$ cat config.mk
export PLATFORM = sky130hd
export DESIGN_NAME = weight_fetch_ctrl
export DESIGN_NICKNAME = d
export VERILOG_FILES = /design/src/rtl/weight_fetch_ctrl.sv
export SDC_FILE = /design/constraint.sdc
export NUM_CORES = 1
export LEC_CHECK = 0
export BUFFER_PORTS_ARGS = -buffer_cell sky130_fd_sc_hd__buf_2
export CAP_MARGIN = 30
export CORE_MARGIN = 2
export CORE_UTILIZATION = 50
export DETAILED_ROUTE_END_ITERATION = 16
export PLACE_DENSITY = 0.67
export SLEW_MARGIN = 20
export SYNTH_ARGS = -nofsm -noshare
export SYNTH_HDL_FRONTEND = slang
export SYNTH_SLANG_ARGS = --single-unit
$ cat constraint.sdc
create_clock -name clk_i -period 3.95 [get_ports clk_i]
set_input_delay 0.395 -clock clk_i [delete_from_list [all_inputs] [get_ports clk_i]]
set_output_delay 0.395 -clock clk_i [all_outputs]
set_load 0.05 [all_outputs]
$ cat src/rtl/weight_fetch_ctrl.sv
// Purpose: sweeps the weight ROM for one layer and streams weights to the MAC array with neuron/layer tags.
// Latency: first w_valid_o two cycles after start_i (ROM address issue cycle + ROM read cycle), then 1 beat/cycle.
// Backpressure: a 2-entry skid FIFO absorbs the in-flight ROM read; reads stop issuing when FIFO + in-flight would exceed 2.
module weight_fetch_ctrl #(
    parameter int N      = 8,
    parameter int Q      = 7,
    parameter int ADDR_W = 8
) (
    input  logic                clk_i,
    input  logic                rst_n_i,
    input  logic                start_i,
    input  logic [ADDR_W-1:0]   base_addr_i,
    input  logic [7:0]          num_inputs_i,
    input  logic [7:0]          num_neurons_i,
    output logic                busy_o,
    output logic                done_o,
    output logic [ADDR_W-1:0]   rom_addr_o,
    input  logic [N-1:0]        rom_data_i,
    output logic signed [N-1:0] w_data_o,
    output logic                w_valid_o,
    input  logic                w_ready_i,
    output logic                w_last_in_o,
    output logic                w_last_o
);

    // Q is only the fixed-point interpretation of the weight; it must fit inside the word.
    if (Q >= N) begin : g_bad_q
        $error("weight_fetch_ctrl: Q must be smaller than N");
    end

    localparam logic [1:0] S_IDLE  = 2'd0;
    localparam logic [1:0] S_FETCH = 2'd1;
    localparam logic [1:0] S_DRAIN = 2'd2;

    logic [1:0]        state_q, state_d;
    logic [ADDR_W-1:0] base_q;
    logic [7:0]        ni_q, nn_q;
    logic [7:0]        i_q, i_d, j_q, j_d;
    logic [15:0]       k_q, k_d;
    logic [ADDR_W-1:0] rom_addr_q, rom_addr_d;
    logic              infl_q, infl_last_in_q, infl_last_q;
    logic [1:0]        cnt_q, cnt_d;
    logic [N+1:0]      e0_q, e0_d, e1_q, e1_d;
    logic              done_q, done_d;

    logic              start_ok, start_nz;
    logic [ADDR_W-1:0] iss_base;
    logic [7:0]        iss_ni, iss_nn, iss_i, iss_j;
    logic [15:0]       iss_k;
    logic              iss_last_in, iss_last;
    logic              pop, push, room, issue;
    logic [2:0]        occ;
    logic [N+1:0]      push_ent;

    assign start_ok = start_i && (state_q == S_IDLE);
    assign start_nz = start_ok && (num_inputs_i != 8'd0) && (num_neurons_i != 8'd0);

    // The first read issues in the start cycle straight from the ports; later reads use the latched layer.
    always_comb begin
        iss_base = base_q;
        iss_ni   = ni_q;
        iss_nn   = nn_q;
        iss_i    = i_q;
        iss_j    = j_q;
        iss_k    = k_q;
        if (state_q == S_IDLE) begin
            iss_base = base_addr_i;
            iss_ni   = num_inputs_i;
            iss_nn   = num_neurons_i;
            iss_i    = 8'd0;
            iss_j    = 8'd0;
            iss_k    = 16'd0;
        end
    end

    assign iss_last_in = (iss_i == iss_ni - 8'd1);
    assign iss_last    = iss_last_in && (iss_j == iss_nn - 8'd1);

    assign pop      = w_valid_o && w_ready_i;
    assign push     = infl_q;
    assign push_ent = {infl_last_q, infl_last_in_q, rom_data_i};
    assign occ      = {1'b0, cnt_q} + {2'b00, infl_q};
    // Space must remain for the read issued now once it lands, counting the beat leaving this cycle.
    assign room     = pop ? (occ <= 3'd2) : (occ <= 3'd1);
    assign issue    = start_nz || ((state_q == S_FETCH) && room);

    // Sequencer: address/tag counters, FSM transitions and the done pulse.
    always_comb begin
        state_d    = state_q;
        rom_addr_d = rom_addr_q;
        i_d        = i_q;
        j_d        = j_q;
        k_d        = k_q;
        done_d     = 1'b0;
        if (issue) begin
            rom_addr_d = iss_base + iss_k[ADDR_W-1:0];
            k_d        = iss_k + 16'd1;
            i_d        = iss_last_in ? 8'd0 : iss_i + 8'd1;
            j_d        = iss_last_in ? iss_j + 8'd1 : iss_j;
            state_d    = iss_last ? S_DRAIN : S_FETCH;
        end
        if (start_ok && !start_nz) begin
            done_d = 1'b1;
        end
        if ((state_q == S_DRAIN) && pop && w_last_o) begin
            state_d = S_IDLE;
            done_d  = 1'b1;
        end
    end

    // Skid FIFO: e0 is the head presented downstream, e1 only fills while the head is stalled.
    always_comb begin
        e0_d  = e0_q;
        e1_d  = e1_q;
        cnt_d = cnt_q;
        case ({push, pop})
            2'b10: begin
                if (cnt_q == 2'd0) e0_d = push_ent;
                else               e1_d = push_ent;
                cnt_d = cnt_q + 2'd1;
            end
            2'b01: begin
                e0_d  = e1_q;
                cnt_d = cnt_q - 2'd1;
            end
            2'b11: begin
                if (cnt_q == 2'd2) begin
                    e0_d = e1_q;
                    e1_d = push_ent;
                end else begin
                    e0_d = push_ent;
                end
            end
            default: ;
        endcase
    end

    // State registers; reset discards the in-flight read and flushes the FIFO.
    always_ff @(posedge clk_i or negedge rst_n_i) begin
        if (!rst_n_i) begin
            state_q        <= S_IDLE;
            base_q         <= '0;
            ni_q           <= '0;
            nn_q           <= '0;
            i_q            <= '0;
            j_q            <= '0;
            k_q            <= '0;
            rom_addr_q     <= '0;
            infl_q         <= 1'b0;
            infl_last_in_q <= 1'b0;
            infl_last_q    <= 1'b0;
            cnt_q          <= '0;
            e0_q           <= '0;
            e1_q           <= '0;
            done_q         <= 1'b0;
        end else begin
            state_q        <= state_d;
            if (start_ok) begin
                base_q <= base_addr_i;
                ni_q   <= num_inputs_i;
                nn_q   <= num_neurons_i;
            end
            i_q            <= i_d;
            j_q            <= j_d;
            k_q            <= k_d;
            rom_addr_q     <= rom_addr_d;
            infl_q         <= issue;
            infl_last_in_q <= issue && iss_last_in;
            infl_last_q    <= issue && iss_last;
            cnt_q          <= cnt_d;
            e0_q           <= e0_d;
            e1_q           <= e1_d;
            done_q         <= done_d;
        end
    end

    assign busy_o      = (state_q != S_IDLE);
    assign done_o      = done_q;
    assign rom_addr_o  = rom_addr_q;
    assign w_valid_o   = (cnt_q != 2'd0);
    assign w_data_o    = e0_q[N-1:0];
    assign w_last_in_o = w_valid_o && e0_q[N];
    assign w_last_o    = w_valid_o && e0_q[N+1];

endmodule

Word-level counts from Yosys, hierarchy flattened:

Cells that the tools add are included.

* add/subtract/negate cells: 9
* $lt $le $gt $ge: 2
* equal/unequal tests: 11
* mux-type cells: 21
* reduce and logical (&&, ||, !) cells: 27

Operator list (count)
* $mux 8: 7
* $mux 10: 4
* $pmux 10 s3: 1
* $pmux 10 s2: 1
* $add 16x1->16 const B: 1
* $add 8x1->8 const B: 2
* $eq 8x8->1: 2
* $mux 16: 1
* $reduce_bool 8->1: 2
* $sub 8x1->8 const B: 2
* $logic_and 1x1->1: 13
* $reduce_bool 2->1: 5
* $add 8x8->8: 1
* $eq 2x2->1 const B: 4
* $mux 2: 3
* $ne 2x2->1 const B: 3
* $eq 2x1->1 const B: 2
* $logic_not 2->1: 2
* $pmux 2 s2: 1
* $add 2x1->3: 1
* $le 3x1->1 const B: 1
* $le 3x2->1 const B: 1
* $mux 1: 3
* $reduce_and 3->1: 1
* other kinds (6): 6

* flip-flop bits (word level): 92
* input bits: 36
* output and inout port bits: 21
* logic and storage cells: 85

Logic depth before layout (Yosys ltp):

Gate-level depths: netlist of the first run.

* depth after elaboration: 8
* gate-level depth with buffers: 18
* depth with buffers taken out: 14

Worst setup path before layout of the first run:

OpenSTA, ideal clock, no wires.

* path kind: flip-flop to flip-flop
* start: reg state_q[1]
* end: reg rom_addr_q[7] (netlist: rom_addr_o[7])
* arrival: 3.516 ns
* data required time: 3.814 ns
* slack: 0.298 ns
* cell stages (with the launch flop): 16
* period minus slack after synthesis: 3.652 ns
* cells stage by stage: dfrtp_1 nor2_2 clkbuf_1 clkbuf_1 clkbuf_1 buf_2 mux2i_1 inv_1 ha_1 a21o_1 a21oi_1 o21bai_1 a211o_1 a31oi_1 xnor2_1 o21ai_0

* cells in the longest elaborated chain, start to end: 5
* elaborated cells between the ends (all ways): 10

RTL lines
* start: declaration: line 35 `logic [1:0] state_q, state_d;`
* start signal: assignment: line 157 `state_q <= state_d;`
* branches (longest 5 deep; another with $add 8x8->8)
* end signal: assignment: line 166 `rom_addr_q <= rom_addr_d;`
* end: declaration: line 40 `logic [ADDR_W-1:0] rom_addr_q, rom_addr_d;`

Several ways; the timed one is not identified.
A chain may end at the register's enable or synchronous reset.

Worst setup path after layout of the first run:

* start: reg state_q[1]
* end: reg state_q[1]

* cells in the longest elaborated chain, start to end: 8
* elaborated cells between the ends (all ways): 23

RTL lines
* $logic_not 2->1: line 55, 66
* $mux 8: line 66 `if (state_q == S_IDLE) begin`
* $sub 8x1->8, on equally long branches: line 76, 77
* $eq 8x8->1, on equally long branches: line 76, 77
* $logic_and 1x1->1: line 77 `assign iss_last = iss_last_in && (iss_j == iss_nn - 8'd1);`
* $mux 2: line 100 `state_d = iss_last ? S_DRAIN : S_FETCH;`
* $mux 2: line 95 `if (issue) begin`
* $mux 2: line 105 `if ((state_q == S_DRAIN) && pop && w_last_o) begin`

Parallel ways exist; a longest one is shown, timed or not. The select of a mux whose other input is x is not followed.

==> results by group, run 1 <==
Critical path
  • Crit path DAT: 3.76 ns
  • R2r startpoint: state_q[1]
  • Startpoint types: flip-flop
  • Critical Path RT: 4.23 ns
  • Critical R2R Capture: state_q[1]
  • CP Max Fanout: 31
  • Worst r2r path cells: 12
  • Critical Setup Path Class: flip-flop to flip-flop
  • Endpoint kind of the worst setup timing path: flip-flop
  • R2R Setup Slk: 0.47 ns

GRT
  • Pin count of the biggest net entering global routing: 46
  • Gr ovfl total: 0
  • GRT Total Usage: 0.216
  • Number of global-route vias before repair: 3745
  • Antenna violations before repair: 0
  • First-pass GRT wire length: 18000 um

Clock network
  • CTS H-tree lvls: 3
  • Clock Root Buffer: clkbuf_8
  • CTS Sinks: 84
  • Clk buf depth: 2
  • Clk_lat worst skew: 0.36 ns
  • CTS Buf Count: 9
  • Clock transition at path regs: 0.08 ns
  • CTS tree: built

Placement
  • Gp weighted congestion: 0.961
  • Port-buffer cells: 56
  • Post-Place Cells: 680
  • Detail Placement HPWL: 7810 um

STA
  • Max-slew headroom: 0.373
  • Final Setup Violations: 0
  • Worst-Margin Slew: 0.936 ns
  • Slew Limit Fails: 0
  • Setup TNS: 0 ns
  • Final period util: 0.882
  • Final hold vios: 0
  • Clock skew: 0.00931 ns
  • RSZ-0062 raised after global routing: no
  • Clock period minus worst slack: 3.48 ns
  • Max Clock Freq: 287 MHz

Floorplanning
  • Die area: 10700 um^2
  • IO Pins: 57
  • Rows: 36
  • Die height: 103 um
  • Die W: 103 um
  • Initial Utilization: 0.510
  • Core area: 9680 um^2

Power and ir drop
  • PwrDens: 376 nW/um^2
  • Maximum VDD drop: 201 uV
  • Leak: 2.61 nW

Layout
  • Most common cell after layout, fill and taps aside: dfrtp_1
  • Nets: 613
  • Final Non-Filler Cells: 696
  • Top flop regs: e0_q x10, e1_q x10
  • Area Overhead vs Synth: 11.1%
  • Layout cells sized above 1: 0.224
  • N_diodes: 0
  • Fillers: 872
  • Most frequent cells in the layout: dfrtp_1 (84), nand2_1 (55), buf_2 (55)

Synthesis
  • Leading post-synthesis cells by cell area: dfrtp_1 (43%), mux2_2 (8.0%), xnor2_1 (4.8%)
  • Post-synth top area share: 0.425
  • Asr flop ratio synth: 1.00
  • Mapped Area: 4940 um^2
  • Distinct cells, synth: 55
  • Synth Instances: 511
  • Main synth FF type: dfrtp_1
  • Ys Warns: 0
  • Mean post-synth cell area: 9.67 um^2
  • Mapped Nets: 566
  • Yosys top cell by area: dfrtp_1
  • Post-synth EDFFs: 0
  • Seq/Total Area, Yosys: 0.425
  • #FFs+latches synth: 84

Hold path
  • Hold WC Path Type: input pin to async pin

Drt
  • WL/cell: 15.4 um
  • Post-route ant nets: 0
  • Vias per std cell: 5.45
  • Routed vias: 3792
  • Residual DRC count: 0
  • Total routed wirelength: 10700 um
  • Number of DRC markers in iteration 0: 102
  • DR pass1 iterations: 4

Job
  • Max Cap Viol: 0

Run status
  • Status: complete, no violations
==> how the worst max path moves through the flow <==
stage | startpoint | end | slack (ns) | depth (start not counted)
after global placement | state_q[1] | rom_addr_o[7] | 0.57 | 12
final | state_q[1] | state_q[1] | 0.47 | 12
after CTS | state_q[1] | state_q[1] | 0.37 | 12
after global routing | state_q[1] | state_q[1] | 0.11 | 12
after detailed placement | state_q[1] | state_q[1] | 0.40 | 12
after floorplan | state_q[1] | rom_addr_o[7] | 0.30 | 15
==> synth_stat cells, types with 4 or more instances <==
| cell type | number |
|---|---|
| dfrtp_1 | 84 |
| nand2_1 | 55 |
| nor2_1 | 37 |
| mux2_2 | 35 |
| a21oi_1 | 28 |
| xnor2_1 | 27 |
| o21ai_0 | 24 |
| ha_1 | 18 |
| inv_1 | 18 |
| xor2_1 | 15 |
| nor4_1 | 14 |
| a22oi_1 | 11 |
| buf_4 | 10 |
| clkbuf_1 | 10 |
| nor2b_1 | 10 |
| and2_1 | 9 |
| nand3_1 | 8 |
| buf_2 | 7 |
| nand4_1 | 7 |
| a22o_1 | 6 |
| a31oi_1 | 6 |
| nor3_1 | 6 |
| nor3b_1 | 6 |
| o31ai_1 | 6 |
| and3_1 | 5 |
| mux2i_1 | 5 |
| or3_1 | 4 |
==> final cells by class <==
type,instances,area [um^2],area share
sequential,84,2100,0.383
clock buffer,14,153,0.0278
timing repair buffer,67,385,0.0702
inverter,20,75.1,0.0137
clock inverter,2,10.0,0.00182
multi-input combinational,376,2600,0.474
tap,133,166,0.0303
==> what timing repair did <==
item | in CTS | in global routing
gates resized for setup | 0 | 1
buffers inserted | 0 | 0
endpoints found under the setup margin | 0 | 2
hold buffers | 0 | 0
==> critical path, stage by stage, from the launching register on <==
cell	delay, ns
dfrtp_1	0.57
nor2_4	0.35
buf_4	0.39
mux2_2	0.40
inv_1	0.06
ha_1	0.25
nor3b_1	0.33
xor2_1	0.13
nand2_1	0.09
o2111ai_1	0.11
nor4_1	0.29
nand4_1	0.20
a21boi_1	0.22
==> per-layer routing <==
metal | track usage | wire length (um) | up-vias | share of wire
met2 | 0.339 | 4990 | 53 | 0.47
met5 | 0 | 0 | - | 0
met1 | 0.299 | 5250 | 1836 | 0.49
met3 | 0.0423 | 296 | 19 | 0.028
li1 | - | - | 1884 | -
met4 | 0.0759 | 185 | 0 | 0.017
==> where the power goes <==
part	leakage [nW]	total (mW)	internal [mW]	switching, mW
clock	0.0844	0.549	0.245	0.303
sequential	1.09	0.990	0.932	0.0587
combinational	1.44	0.528	0.165	0.363
==> per-stage QoR <==
stage          setup slack (ns)  hold slack [ns]  cell area [um^2]  utilization  power [mW]
6_report                  0.467           0.0253              5490        0.567        2.07
5_1_grt                   0.109           0.0578              5490        0.567        2.19
4_1_cts                   0.365           0.0325              5490        0.567        2.09
3_5_place_dp              0.402            0.427              5330        0.550        1.54
3_3_place_gp              0.573            0.449              5300        0.547        1.53
2_1_floorplan             0.298           0.0994              4940            -        1.45
==> kinds of logic after synthesis <==
family	Yosys count	share of synthesized area
and+or+nand+nor	173	0.176
AOI/OAI and AO/OA	100	0.130
DFF	84	0.425
buffers and inverters	51	0.0496
xor gates and xnor gates	42	0.0744
muxes	42	0.0952
adders and majority gates	19	0.0496
Power figures use the tool's default switching activity.
==> inputs of run 2 (changes only) <==
Settings changed: CELL_PAD_IN_SITES_DETAIL_PLACEMENT set to 0, CELL_PAD_IN_SITES_GLOBAL_PLACEMENT set to 1, CORE_UTILIZATION 50 to 46, PLACE_DENSITY 0.67 to 0.78, RECOVER_POWER set to 100.
==> results by group, run 2 (synthesis gave the netlist of run 1 again) <==
Floorplanning
  • Core area: 10400 um^2 (was 9680 um^2)
  • Die W: 108 um (was 103 um)
  • IO Pins: 57 (unchanged)
  • Die height: 108 um (was 103 um)
  • Die area: 11600 um^2 (was 10700 um^2)
  • Rows: 37 (was 36)
  • Initial Utilization: 0.477 (was 0.510)

Critical path
  • Critical path's largest stage delay: 0.46 ns (was 0.57 ns)
  • Startpoint types: flip-flop (unchanged)
  • Endpoint kind of the worst setup timing path: flip-flop (unchanged)
  • Critical Path RT: 4.18 ns (was 4.23 ns)
  • Crit-path slowest cell: nor2_2 (was dfrtp_1)
  • Crit path DAT: 3.61 ns (was 3.76 ns)
  • CP Max Fanout: 13 (was 31)
  • Crit-path leading delay family: compound AO/OA/AOI/OAI gates (was simple AND/OR/NAND/NOR gates)
  • CP bufs+invs: 2 (unchanged)
  • Critical path cell sequence: nor2_2 > inv_1 > clkbuf_1 > and2_0 > ha_1 > a21o_1 > a21oi_1 > o21bai_1 > a211o_1 > a31oi_1 > xnor2_1 > o21ai_0 (was nor2_4 > buf_4 > mux2_2 > inv_1 > ha_1 > nor3b_1 > xor2_1 > nand2_1 > o2111ai_1 > nor4_1 > nand4_1 > a21boi_1)
  • Critical Setup Path Class: flip-flop to flip-flop (unchanged)

Clock network
  • Clk_lat worst skew: 0.37 ns (was 0.36 ns)
  • Setup Fix Bufs, Post-CTS: 0 (unchanged)
  • PostCTS Resize Cnt: 0 (unchanged)
  • Clock Root Buffer: clkbuf_8 (unchanged)
  • CTS tree: built (unchanged)
  • CTS Buf Count: 9 (unchanged)
  • Clk buf depth: 2 (unchanged)
  • Clock transition at path regs: 0.09 ns (was 0.08 ns)
  • CTS H-tree lvls: 3 (unchanged)
  • CTS Sinks: 84 (unchanged)
  • CTS hold repair buffers: 0 (unchanged)

Drt
  • Uppermost layer routed: met4 (unchanged)
  • WL/cell: 15.8 um (was 15.4 um)
  • Residual DRC count: 0 (unchanged)
  • Routed vias: 3863 (was 3792)
  • Total routed wirelength: 11100 um (was 10700 um)
  • Number of DRC markers in iteration 0: 192 (was 102)
  • Routed length on met2: 5240 um (was 4990 um)
  • DR pass1 iterations: 4 (unchanged)
  • Vias per std cell: 5.51 (was 5.45)
  • Met3 WL: 381 um (was 296 um)
  • Met1 wire length: 5260 um (was 5250 um)
  • Post-route ant nets: 0 (unchanged)

STA
  • Slew Limit Fails: 90 (was 0)
  • Final hold vios: 0 (unchanged)
  • Worst-Margin Slew: 1.58 ns (was 0.936 ns)
  • Clock period minus worst slack: 3.39 ns (was 3.48 ns)
  • Max-slew headroom: -0.0550 (was 0.373)
  • Final period util: 0.857 (was 0.882)
  • Clock skew: 0.0141 ns (was 0.00931 ns)
  • Setup TNS: 0 ns (unchanged)
  • WHS: 0.255 ns (was 0.0253 ns)
  • RSZ-0062 raised after global routing: no (unchanged)
  • Max Clock Freq: 295 MHz (was 287 MHz)
  • Final Setup Violations: 0 (unchanged)

Layout
  • Final Non-Filler Cells: 701 (was 696)
  • Layout cells sized above 1: 0.173 (was 0.224)
  • Area Overhead vs Synth: 10.0% (was 11.1%)
  • Most frequent cells in the layout: dfrtp_1 (84), nand2_1 (55), nor2_1 (38) (was dfrtp_1 (84), nand2_1 (55), buf_2 (55))
  • Nets: 615 (was 613)
  • N_diodes: 0 (unchanged)
  • Most common cell after layout, fill and taps aside: dfrtp_1 (unchanged)
  • Top flop regs: e0_q x10, e1_q x10 (unchanged)

GRT
  • Antenna violations before repair: 0 (unchanged)
  • Number of global-route vias before repair: 3839 (was 3745)
  • Gr ovfl total: 0 (unchanged)
  • Pin count of the biggest net entering global routing: 64 (was 46)
  • GRT Total Usage: 0.208 (was 0.216)
  • First-pass GRT wire length: 18800 um (was 18000 um)

Placement
  • Gp weighted congestion: 0.875 (was 0.961)
  • Post-Place Cells: 685 (was 680)
  • Port-buffer cells: 56 (unchanged)
  • Detail Placement HPWL: 7910 um (was 7810 um)

Run status
  • Failing checks: capacitance limit, slew limit
  • Status: finished with violations (was complete, no violations)

Job
  • Max Cap Viol: 3 (was 0)

Hold path
  • Hold WC Path Type: input pin to flip-flop (was input pin to async pin)

Power and ir drop
  • Maximum VDD drop: 285 uV (was 201 uV)
  • PwrDens: 381 nW/um^2 (was 376 nW/um^2)
  • Leak: 2.52 nW (was 2.61 nW)
run 2: path summary, 6_finish.rpt:
path | start | end | slack, ns | cells after the start
max | state_q[1] | rom_addr_o[7] | 0.56 | 12
min | rom_data_i[4] | e1_q[4] | 0.26 | 2
max reg2reg | state_q[1] | rom_addr_o[7] | 0.56 | 12
min reg2reg | rom_addr_o[0] | rom_addr_o[0] | 0.47 | 2
max in group asynchronous | rst_n_i | j_q[1] | 1.69 | 2
min in group asynchronous | rst_n_i | e0_q[4] | 0.40 | 1
run 2: through the flow:
step	cell area (um^2)	util	total power, mW	setup WS [ns]
after floorplan	4940	-	1.45	0.298
after detailed placement	5320	0.513	1.54	0.739
after global placement	5320	0.513	1.53	0.797
final	5440	0.524	2.07	0.564
after CTS	5500	0.531	2.12	0.730
after global routing	5440	0.524	2.19	0.152
run 2: layer usage:
layer	vias up	GRT usage
met5	-	0
met3	17	0.0303
met1	1881	0.275
met2	83	0.339
met4	0	0.0925
li1	1882	-
run 2: area by class of cell:
| cell class | instances | area [um^2] |
|---|---|---|
| clock buffers | 11 | 141 |
| clock inverters | 5 | 36.3 |
| fillers | 977 | 4930 |
| inverters | 20 | 75.1 |
| multi-input cells | 376 | 2580 |
| flip-flops and latches | 84 | 2100 |
| well taps | 136 | 170 |
| repair buffers | 69 | 328 |
run 2: power by group:
| part | internal [mW] | leakage [nW] | switching (mW) |
|---|---|---|---|
| combinational | 0.148 | 1.35 | 0.367 |
| clock | 0.247 | 0.0820 | 0.326 |
| sequential | 0.932 | 1.09 | 0.0547 |
| total | 1.33 | 2.52 | 0.748 |
